**config.mk**
```make
export PLATFORM = sky130hd
export DESIGN_NAME = gru_weight_fetch
export DESIGN_NICKNAME = d
export VERILOG_FILES = /design/src/rtl/gru_weight_fetch.sv
export SDC_FILE = /design/constraint.sdc
export NUM_CORES = 1
export LEC_CHECK = 0
export BUFFER_PORTS_ARGS = -buffer_cell sky130_fd_sc_hd__clkbuf_2
export CAP_MARGIN = 20
export CORE_MARGIN = 3
export CORE_UTILIZATION = 58
export CTS_CLUSTER_DIAMETER = 100
export DETAILED_ROUTE_END_ITERATION = 7
export GPL_TIMING_DRIVEN = 0
export PLACE_DENSITY = 0.88
export SETUP_SLACK_MARGIN = 0.5
export SYNTH_ARGS = -nofsm -noshare
export SYNTH_HDL_FRONTEND = slang
export SYNTH_SLANG_ARGS = --single-unit
```
**constraint.sdc**
```tcl
create_clock -name clk -period 6.04 [get_ports clk]
set_input_delay 0.302 -clock clk [delete_from_list [all_inputs] [get_ports clk]]
set_output_delay 0.302 -clock clk [all_outputs]
set_load 0.05 [all_outputs]
```
**src/rtl/gru_weight_fetch.sv**
```systemverilog
// Read sequencer for the GRU parameter RAM: walks weights then biases, streams words out through a small FIFO.
// Define GRU_FETCH_BIAS_EN to include the bias phase; otherwise only the weight region is fetched.
module gru_weight_fetch #(
    parameter int AWL     = 7,
    parameter int DWL     = 144,
    parameter int W_BASE  = 0,
    parameter int W_COUNT = 96,
    parameter int B_BASE  = 96,
    parameter int B_COUNT = 16,
    parameter int FDEPTH  = 4
) (
    input  logic           clk,
    input  logic           rst_n,
    input  logic           start,
    output logic           busy,
    output logic           done,
    output logic           ram_en,
    output logic [AWL-1:0] ram_addr,
    input  logic [DWL-1:0] ram_dout,
    output logic [DWL-1:0] m_data,
    output logic           m_valid,
    input  logic           m_ready,
    output logic           m_is_bias,
    output logic           m_last
);
    localparam int PW = $clog2(FDEPTH);
    localparam logic [31:0]    W_LAST   = 32'(W_COUNT) - 32'd1;
    localparam logic [31:0]    B_LAST   = 32'(B_COUNT) - 32'd1;
    localparam logic [AWL-1:0] W_BASE_A = AWL'(W_BASE);
    localparam logic [AWL-1:0] B_BASE_A = AWL'(B_BASE);

`ifdef GRU_FETCH_BIAS_EN
    localparam logic HAS_BIAS = (B_COUNT != 0);
    typedef enum logic [2:0] {IDLE, WEIGHTS, BIAS, DRAIN, DONE} state_t;
`else
    localparam logic HAS_BIAS = 1'b0;
    typedef enum logic [2:0] {IDLE, WEIGHTS, DRAIN, DONE} state_t;
`endif

    state_t state, next_state;

    logic [31:0]     cnt;
    logic [AWL-1:0]  cur_addr, addr_q;
    logic            inflight, tag_bias_q, tag_last_q;
    logic            in_bias, issuing, credit_ok, phase_last, issue_last;
    logic            push, pop;
    logic [PW-1:0]   wr_ptr, rd_ptr;
    logic [PW:0]     occ;
    logic [PW+1:0]   used;
    logic [DWL+1:0]  mem [FDEPTH];
    logic [DWL+1:0]  head;

`ifdef GRU_FETCH_BIAS_EN
    assign in_bias = (state == BIAS);
`else
    assign in_bias = 1'b0;
`endif

    // Credit uses the pre-pop occupancy, so a slot freed by this cycle's pop is only usable next cycle
    assign issuing    = (state == WEIGHTS) || in_bias;
    assign used       = {1'b0, occ} + {{(PW+1){1'b0}}, inflight};
    assign credit_ok  = used < (PW+2)'(FDEPTH);
    assign ram_en     = issuing && credit_ok;
    assign ram_addr   = ram_en ? cur_addr : addr_q;
    assign phase_last = (state == WEIGHTS) ? (cnt == W_LAST) : (cnt == B_LAST);
    assign issue_last = phase_last && (in_bias || !HAS_BIAS);

    assign push = inflight;
    assign pop  = m_valid && m_ready;

    always_ff @(posedge clk or negedge rst_n) begin
        if (!rst_n) state <= IDLE;
        else        state <= next_state;
    end

    // An empty pass still spends one busy cycle in DRAIN, so done lands two cycles after start
    always_comb begin
        next_state = state;
        case (state)
            IDLE: if (start) begin
`ifdef GRU_FETCH_BIAS_EN
                if (W_COUNT != 0)  next_state = WEIGHTS;
                else if (HAS_BIAS) next_state = BIAS;
                else               next_state = DRAIN;
`else
                next_state = (W_COUNT != 0) ? WEIGHTS : DRAIN;
`endif
            end
`ifdef GRU_FETCH_BIAS_EN
            WEIGHTS: if (ram_en && phase_last) next_state = HAS_BIAS ? BIAS : DRAIN;
            BIAS:    if (ram_en && phase_last) next_state = DRAIN;
`else
            WEIGHTS: if (ram_en && phase_last) next_state = DRAIN;
`endif
            DRAIN:   if (!inflight && (occ == {{PW{1'b0}}, pop})) next_state = DONE;
            DONE:    next_state = IDLE;
            default: next_state = IDLE;
        endcase
    end

    always_comb begin
        busy = (state != IDLE) && (state != DONE);
        done = (state == DONE);
    end

    always_ff @(posedge clk or negedge rst_n) begin
        if (!rst_n) begin
            cnt        <= '0;
            cur_addr   <= '0;
            addr_q     <= '0;
            inflight   <= 1'b0;
            tag_bias_q <= 1'b0;
            tag_last_q <= 1'b0;
        end else begin
            inflight <= ram_en;
            if (ram_en) begin
                addr_q     <= cur_addr;
                tag_bias_q <= in_bias;
                tag_last_q <= issue_last;
            end
            if (state == IDLE && start) begin
                cnt      <= '0;
                cur_addr <= (W_COUNT != 0) ? W_BASE_A : B_BASE_A;
            end else if (ram_en) begin
                if (phase_last) begin
                    cnt      <= '0;
                    cur_addr <= B_BASE_A;
                end else begin
                    cnt      <= cnt + 32'd1;
                    cur_addr <= cur_addr + 1'b1;
                end
            end
        end
    end

    always_ff @(posedge clk) begin
        if (push) mem[wr_ptr] <= {tag_last_q, tag_bias_q, ram_dout};
    end

    always_ff @(posedge clk or negedge rst_n) begin
        if (!rst_n) begin
            wr_ptr <= '0;
            rd_ptr <= '0;
            occ    <= '0;
        end else begin
            if (push) wr_ptr <= wr_ptr + 1'b1;
            if (pop)  rd_ptr <= rd_ptr + 1'b1;
            case ({push, pop})
                2'b10:   occ <= occ + 1'b1;
                2'b01:   occ <= occ - 1'b1;
                default: occ <= occ;
            endcase
        end
    end

    assign head    = mem[rd_ptr];
    assign m_valid = (occ != '0);
    assign {m_last, m_is_bias, m_data} = m_valid ? head : '0;

endmodule
```
== Word-level counts from Yosys, hierarchy flattened ==
Memories as Yosys holds them, arrays and structs flattened.
Index checks and enable logic that the tools add are counted.

* Add/sub/neg operators: 7
* $lt $le $gt $ge: 1
* Equality and inequality tests: 12
* Muxes and demuxes: 16
* Reduce and logical (&&, ||, !) cells: 13

{| class="wikitable"
|+ Operators with widths
! cell !! number
|-
| $mux 146 || 1
|-
| $mux 32 || 3
|-
| $add 32x1->32 const B || 1
|-
| $eq 32x4->1 const B || 1
|-
| $eq 32x7->1 const B || 1
|-
| $mux 7 || 4
|-
| $mux 3 || 3
|-
| $pmux 3 s3 || 1
|-
| $add 7x1->7 const B || 1
|-
| $eq 3x2->1 const B || 2
|-
| $logic_and 1x1->1 || 6
|-
| $pmux 3 s2 || 1
|-
| $reduce_bool 3->1 || 2
|-
| $add 2x1->2 const B || 2
|-
| $add 3x1->4 || 1
|-
| $lt 4x3->1 const B || 1
|-
| $ne 2x2->1 const B || 2
|-
| $reduce_bool 2->1 || 2
|-
| $add 3x1->3 const B || 1
|-
| $eq 3x1->1 || 1
|-
| $eq 3x1->1 const B || 1
|-
| $logic_not 3->1 || 1
|-
| $mux 1 || 3
|-
| $ne 3x2->1 const B || 1
|-
| 6 further kinds || 6
|}

* Flip-flop bits (word level): 58
* RAM bits: 580
* Bits of input ports: 148
* Output and inout bits: 157
* Logic and storage cells: 59
* Memories kept: 1

{| class="wikitable"
|+ Memories
! name !! words !! bits a word !! read ports !! clocked after memory_dff !! write ports !! RTL line !! text
|-
| mem || 4 || 145 || 1 || 0 || 1 || 50 || <nowiki>logic [DWL+1:0] mem [FDEPTH];</nowiki>
|}

== Logic depth before layout (Yosys ltp) ==
* Depth in word-level cells: 6
* Mapped depth: 10
* Gate-level depth less buffers: 8

== Worst setup path after synthesis ==
No wires, ideal clock.

* Path type: register to register
* Start point: register wr_ptr[0]
* End point: memory mem[0][0] in the netlist's numbering, enable pin
* Library setup time: 522 ps
* Arrival: 3939 ps
* Required time: 5518 ps
* Path slack: 1579 ps
* Stages on the path, launching flop included: 4
* Path buffers: 0
* Period minus slack after synthesis: 4461 ps
* Cell sequence: dfrtp_1 inv_1 ha_1 and2_1

{| class="wikitable"
|+ RTL lines
! item !! RTL line !! text
|-
| start: declaration || 47 || <nowiki>logic [PW-1:0] wr_ptr, rd_ptr;</nowiki>
|-
| start signal: assignment || 146 || <nowiki>if (push) wr_ptr <= wr_ptr + 1'b1;</nowiki>
|-
| end: declaration || 50 ||
|}

Straight into the memory's write port.

== Worst setup path in the final report ==
* Start point: register state[1]
* End point: output ram_addr[0]

* Cells in the longest elaborated chain, start to end: 3

{| class="wikitable"
|+ Ends and longest elaborated chain
! item !! RTL line !! text
|-
| start: declaration || 40 || <nowiki>state_t state, next_state;</nowiki>
|-
| start signal: assignment || 73 || <nowiki>else state <= next_state;</nowiki>
|-
| $eq 3x1->1 || 60 || <nowiki>assign issuing = (state == WEIGHTS) || in_bias;</nowiki>
|-
| $logic_and 1x1->1 || 63 || <nowiki>assign ram_en = issuing && credit_ok;</nowiki>
|-
| $mux 7 || - ||
|-
| end: declaration || 18 || <nowiki>output logic [AWL-1:0] ram_addr,</nowiki>
|}

Every way passes these cells.

==> flow_summary.yaml <==
placement:
  placement.io_buffers: 303
  hpwl_um: 34400
  place.gp.congestion: 0.904
  count_of_placed_standard_cells_including_taps: 2100
flow_run:
  cap_viol_max_count: 0
critical_path:
  worst-endpoint-arrival_ns: 3.42
  endpoint_kind: "output pin"
  regToRegSetupSlack_ns: 3.01
  worst_path_bufs_invs: 6
  cp_data_required_time_ns: 5.74
  critical_path.slowest_cell: "sky130_fd_sc_hd__buf_1"
  cpPeakStageDelay_ns: 0.48
  worst_setup_path_category: "reg2out"
  timing.critical_path.from_type: "flop"
  critPathTopFamily: "buffers and inverters"
  critical_path_peak_fanout: 11
  chain_of_cells_forming_the_critical_path: "inv_1 > ha_1 > nand2b_1 > or2_1 > buf_6 > inv_1 > clkbuf_1 > buf_1 > nand2_1 > nand2_1 > clkbuf_2"
cells_and_area:
  fillCellCount: 2348
  finish.net_count: 1928
  area_growth_syn_to_layout_pct: 23.7
  multi_input_comb_area_mm2: 0.00572
  area_occupied_by_registers_mm2: 0.0188
  post_layout_nonfiller_instances: 2363
  drive_gt1_share_pct: 31.6
logic_synthesis:
  synth.top_cell.area_share_pct: 70.0
  synth_common_cells: "580 x sky130_fd_sc_hd__edfxtp_1, 152 x sky130_fd_sc_hd__and2_1, 145 x sky130_fd_sc_hd__mux4_2, 57 x sky130_fd_sc_hd__dfrtp_1, 47 x sky130_fd_sc_hd__clkbuf_1"
  yosysMostFrequentCell: "sky130_fd_sc_hd__edfxtp_1"
  netlist.top_cell.by_area: "sky130_fd_sc_hd__edfxtp_1"
  postSynth.asyncResetShare_pct: 8.95
  postSynthCellCount: 1250
  postSynthNetCount: 1410
  synth_area_per_inst_um2: 19.9
  ys_dominant_reg_cell: "sky130_fd_sc_hd__edfxtp_1"
  ys_ff_latch: 637
  ys_warn_count: 0
  synth_enable_flop_cells: 580
  syn-cell-area_mm2: 0.0249
  sequential_area_share_after_synthesis_pct: 75.7
  synthTopCellsByArea: "sky130_fd_sc_hd__edfxtp_1 70%, sky130_fd_sc_hd__mux4_2 13%, sky130_fd_sc_hd__dfrtp_1 5.7%"
  synth.lib_cells_used.distinct: 48
clock_network:
  post-cts-setup-buffers: 0
  cts_root_buf: "sky130_fd_sc_hd__clkbuf_16"
  cts_inserted_buffers: 60
  clock_tree_from_tritoncts: "done"
  cts_sinks: 637
  clk_latency_ns: 0.62
  h_tree_level_count: 2
  max-clock-path-buffers: 3
  worst_setup_hold_path_clk_slew_ns: 0.06
timing:
  grt_setup_unrepaired: "false"
  setup_violations: 0
  post_route_worst_hold_slack_ns: 0.158
  slew_headroom_pct: 23.6
  timing_worst_slew_pin_value_ns: 1.15
  hold_viol: 0
  drv_slew: 0
  setup-tns-final_ns: 0
  max_freq_mhz: 269
  finalCriticalPeriod_ns: 3.72
  final_min_period_over_clock_period_pct: 61.6
  skew_ns: 0.0213
route:
  post_drt_via_cell_ratio: 5.99
  dr.pass1.iters: 5
  first_iter_violations: 1336
  detail_route.wirelength_um: 59700
  route.detailed.wl_per_inst_um: 25.2
  num_vias: 14200
  drtAntennaViolNets: 0
  post-route-drc-count: 0
floorplanning:
  die_x_um: 213
  area_enclosed_by_the_die_boundary_mm2: 0.0455
  design.core.area_mm2: 0.0421
  design.portCount: 305
  floorplan.initialDensity_pct: 59.1
  dieHeight_um: 213
  number_of_placement_rows: 75
power:
  power-per-cell-area_mw_per_mm2: 527
  vdd.ir_drop.worst_mv: 0.509
  leakagePower_nw: 10.9
global_routing:
  wire_length_of_the_first_global_routing_pass_um: 90500
  grt_pass1_vias: 15100
  grt_start_max_net_pins: 58
  antenna_violations_before_repair: 8
  global_route.overflow_total: 0
  grt_usage_pct: 26.7
run_status:
  result_of_the_run: "finished clean"
min_path:
  classification_of_the_worst_slack_hold_path: "in2reg"
final cells by class:
class	count	area share, %
Antenna cell	6	0.0488
Buffer	67	0.934
Clock buffer	79	5.24
Clock inverter	33	1.28
Inverter	15	0.183
Multi-Input combinational cell	531	18.6
Sequential cell	637	61.2
Tap cell	539	2.19
Timing Repair Buffer	456	10.4
timing repair:
action | CTS | global route
resized for setup | 0 | 0
endpoints found under the hold margin | 633 | 0
hold buffers | 145 | 0
state kept, by name (all words and copies together) (netlist names):
| register | count |
|---|---|
| mem | 580 |
| cnt | 32 |
| inflight | 1 |
| rd_ptr | 2 |
| cur_addr | 7 |
| state | 2 |
| tag_last_q | 1 |
| wr_ptr | 2 |
| occ | 3 |
| addr_q | 7 |
layout by cell type (no fill, tap or decap), types with 6 or more instances in the layout:
cell / instances
sky130_fd_sc_hd__dfrtp_1: 57
sky130_fd_sc_hd__clkinv_2: 12
sky130_fd_sc_hd__diode_2: 6
sky130_fd_sc_hd__xor2_1: 10
sky130_fd_sc_hd__nand2_1: 46
sky130_fd_sc_hd__edfxtp_1: 580
sky130_fd_sc_hd__buf_16: 8
sky130_fd_sc_hd__nand3_1: 25
sky130_fd_sc_hd__nor2_1: 13
sky130_fd_sc_hd__o31ai_1: 18
sky130_fd_sc_hd__mux4_2: 145
sky130_fd_sc_hd__and2_1: 148
sky130_fd_sc_hd__nor4_1: 9
sky130_fd_sc_hd__buf_2: 14
sky130_fd_sc_hd__clkinv_1: 7
sky130_fd_sc_hd__bufinv_16: 8
sky130_fd_sc_hd__inv_1: 15
sky130_fd_sc_hd__clkbuf_1: 62
sky130_fd_sc_hd__nand4_1: 20
sky130_fd_sc_hd__o211ai_1: 14
sky130_fd_sc_hd__or3_1: 7
sky130_fd_sc_hd__nor3_1: 7
sky130_fd_sc_hd__clkbuf_2: 302
sky130_fd_sc_hd__ha_1: 11
sky130_fd_sc_hd__dlygate4sd3_1: 145
sky130_fd_sc_hd__clkbuf_16: 60
cells by family (layout without fill, tap and decap cells):
group,Yosys count,count (layout),synth area share [%]
AND/OR/NAND/NOR,300,300,6.90
XOR/XNOR,12,12,0.422
adder cells (fa/ha/maj),12,12,0.633
AO/OA/AOI/OAI,58,58,1.72
buffers and inverters,82,650,1.38
other,1,7,0.0151
multiplexers,148,148,13.2
flip-flops,637,637,75.7
power breakdown:
group          switching [mW]  internal (mW)
registers               0.168           5.33
clock network            1.59           2.23
logic                    4.85           2.06
total                    6.61           9.61
stage by stage:
stage               power (mW)  instance area, um2  utilization (%)  setup WS (ns)
CTS                       16.2               30800             73.1           2.26
global route              16.8               30800             73.1           2.07
detailed placement        12.3               27300             64.8           2.95
floorplan                 10.6               24900                -           1.58
global placement          12.2               27100             64.3          -1.07
finish                    16.2               30800             73.1           2.32
per-layer routing:
metal  track usage, %  routed length, um  share of wire [%]
met5                0                 27              0.045
met4             12.1               2680                4.5
met3             5.11               4040                6.8
met2             44.3              30500                 51
met1             34.8              22400                 38
final timing paths:
path | start | end | cells after the start
worst max-delay path | state[1]$_DFFE_PN0P_ | ram_addr[0] | 11
worst min-delay path | m_ready | rd_ptr[0]$_DFFE_PN0P_ | 3
worst max register to register | cnt[23]$_DFFE_PN0P_ | cnt[2]$_DFFE_PN0P_ | 7
worst min register to register | addr_q[2]$_DFF_PN0_ | addr_q[2]$_DFF_PN0_ | 2
max in group asynchronous | rst_n | cnt[17]$_DFFE_PN0P_ | 2
min in group asynchronous | rst_n | cnt[9]$_DFFE_PN0P_ | 2
worst register-to-register path: stages, from the launching register on:
cell	delay, ns
sky130_fd_sc_hd__dfrtp_1	0.36
sky130_fd_sc_hd__clkbuf_1	0.21
sky130_fd_sc_hd__nor4_1	0.33
sky130_fd_sc_hd__nand4_1	0.20
sky130_fd_sc_hd__o311ai_0	0.84
sky130_fd_sc_hd__clkbuf_1	0.50
sky130_fd_sc_hd__buf_2	0.36
sky130_fd_sc_hd__o31ai_1	0.12
(Power assumes the default switching activity.)
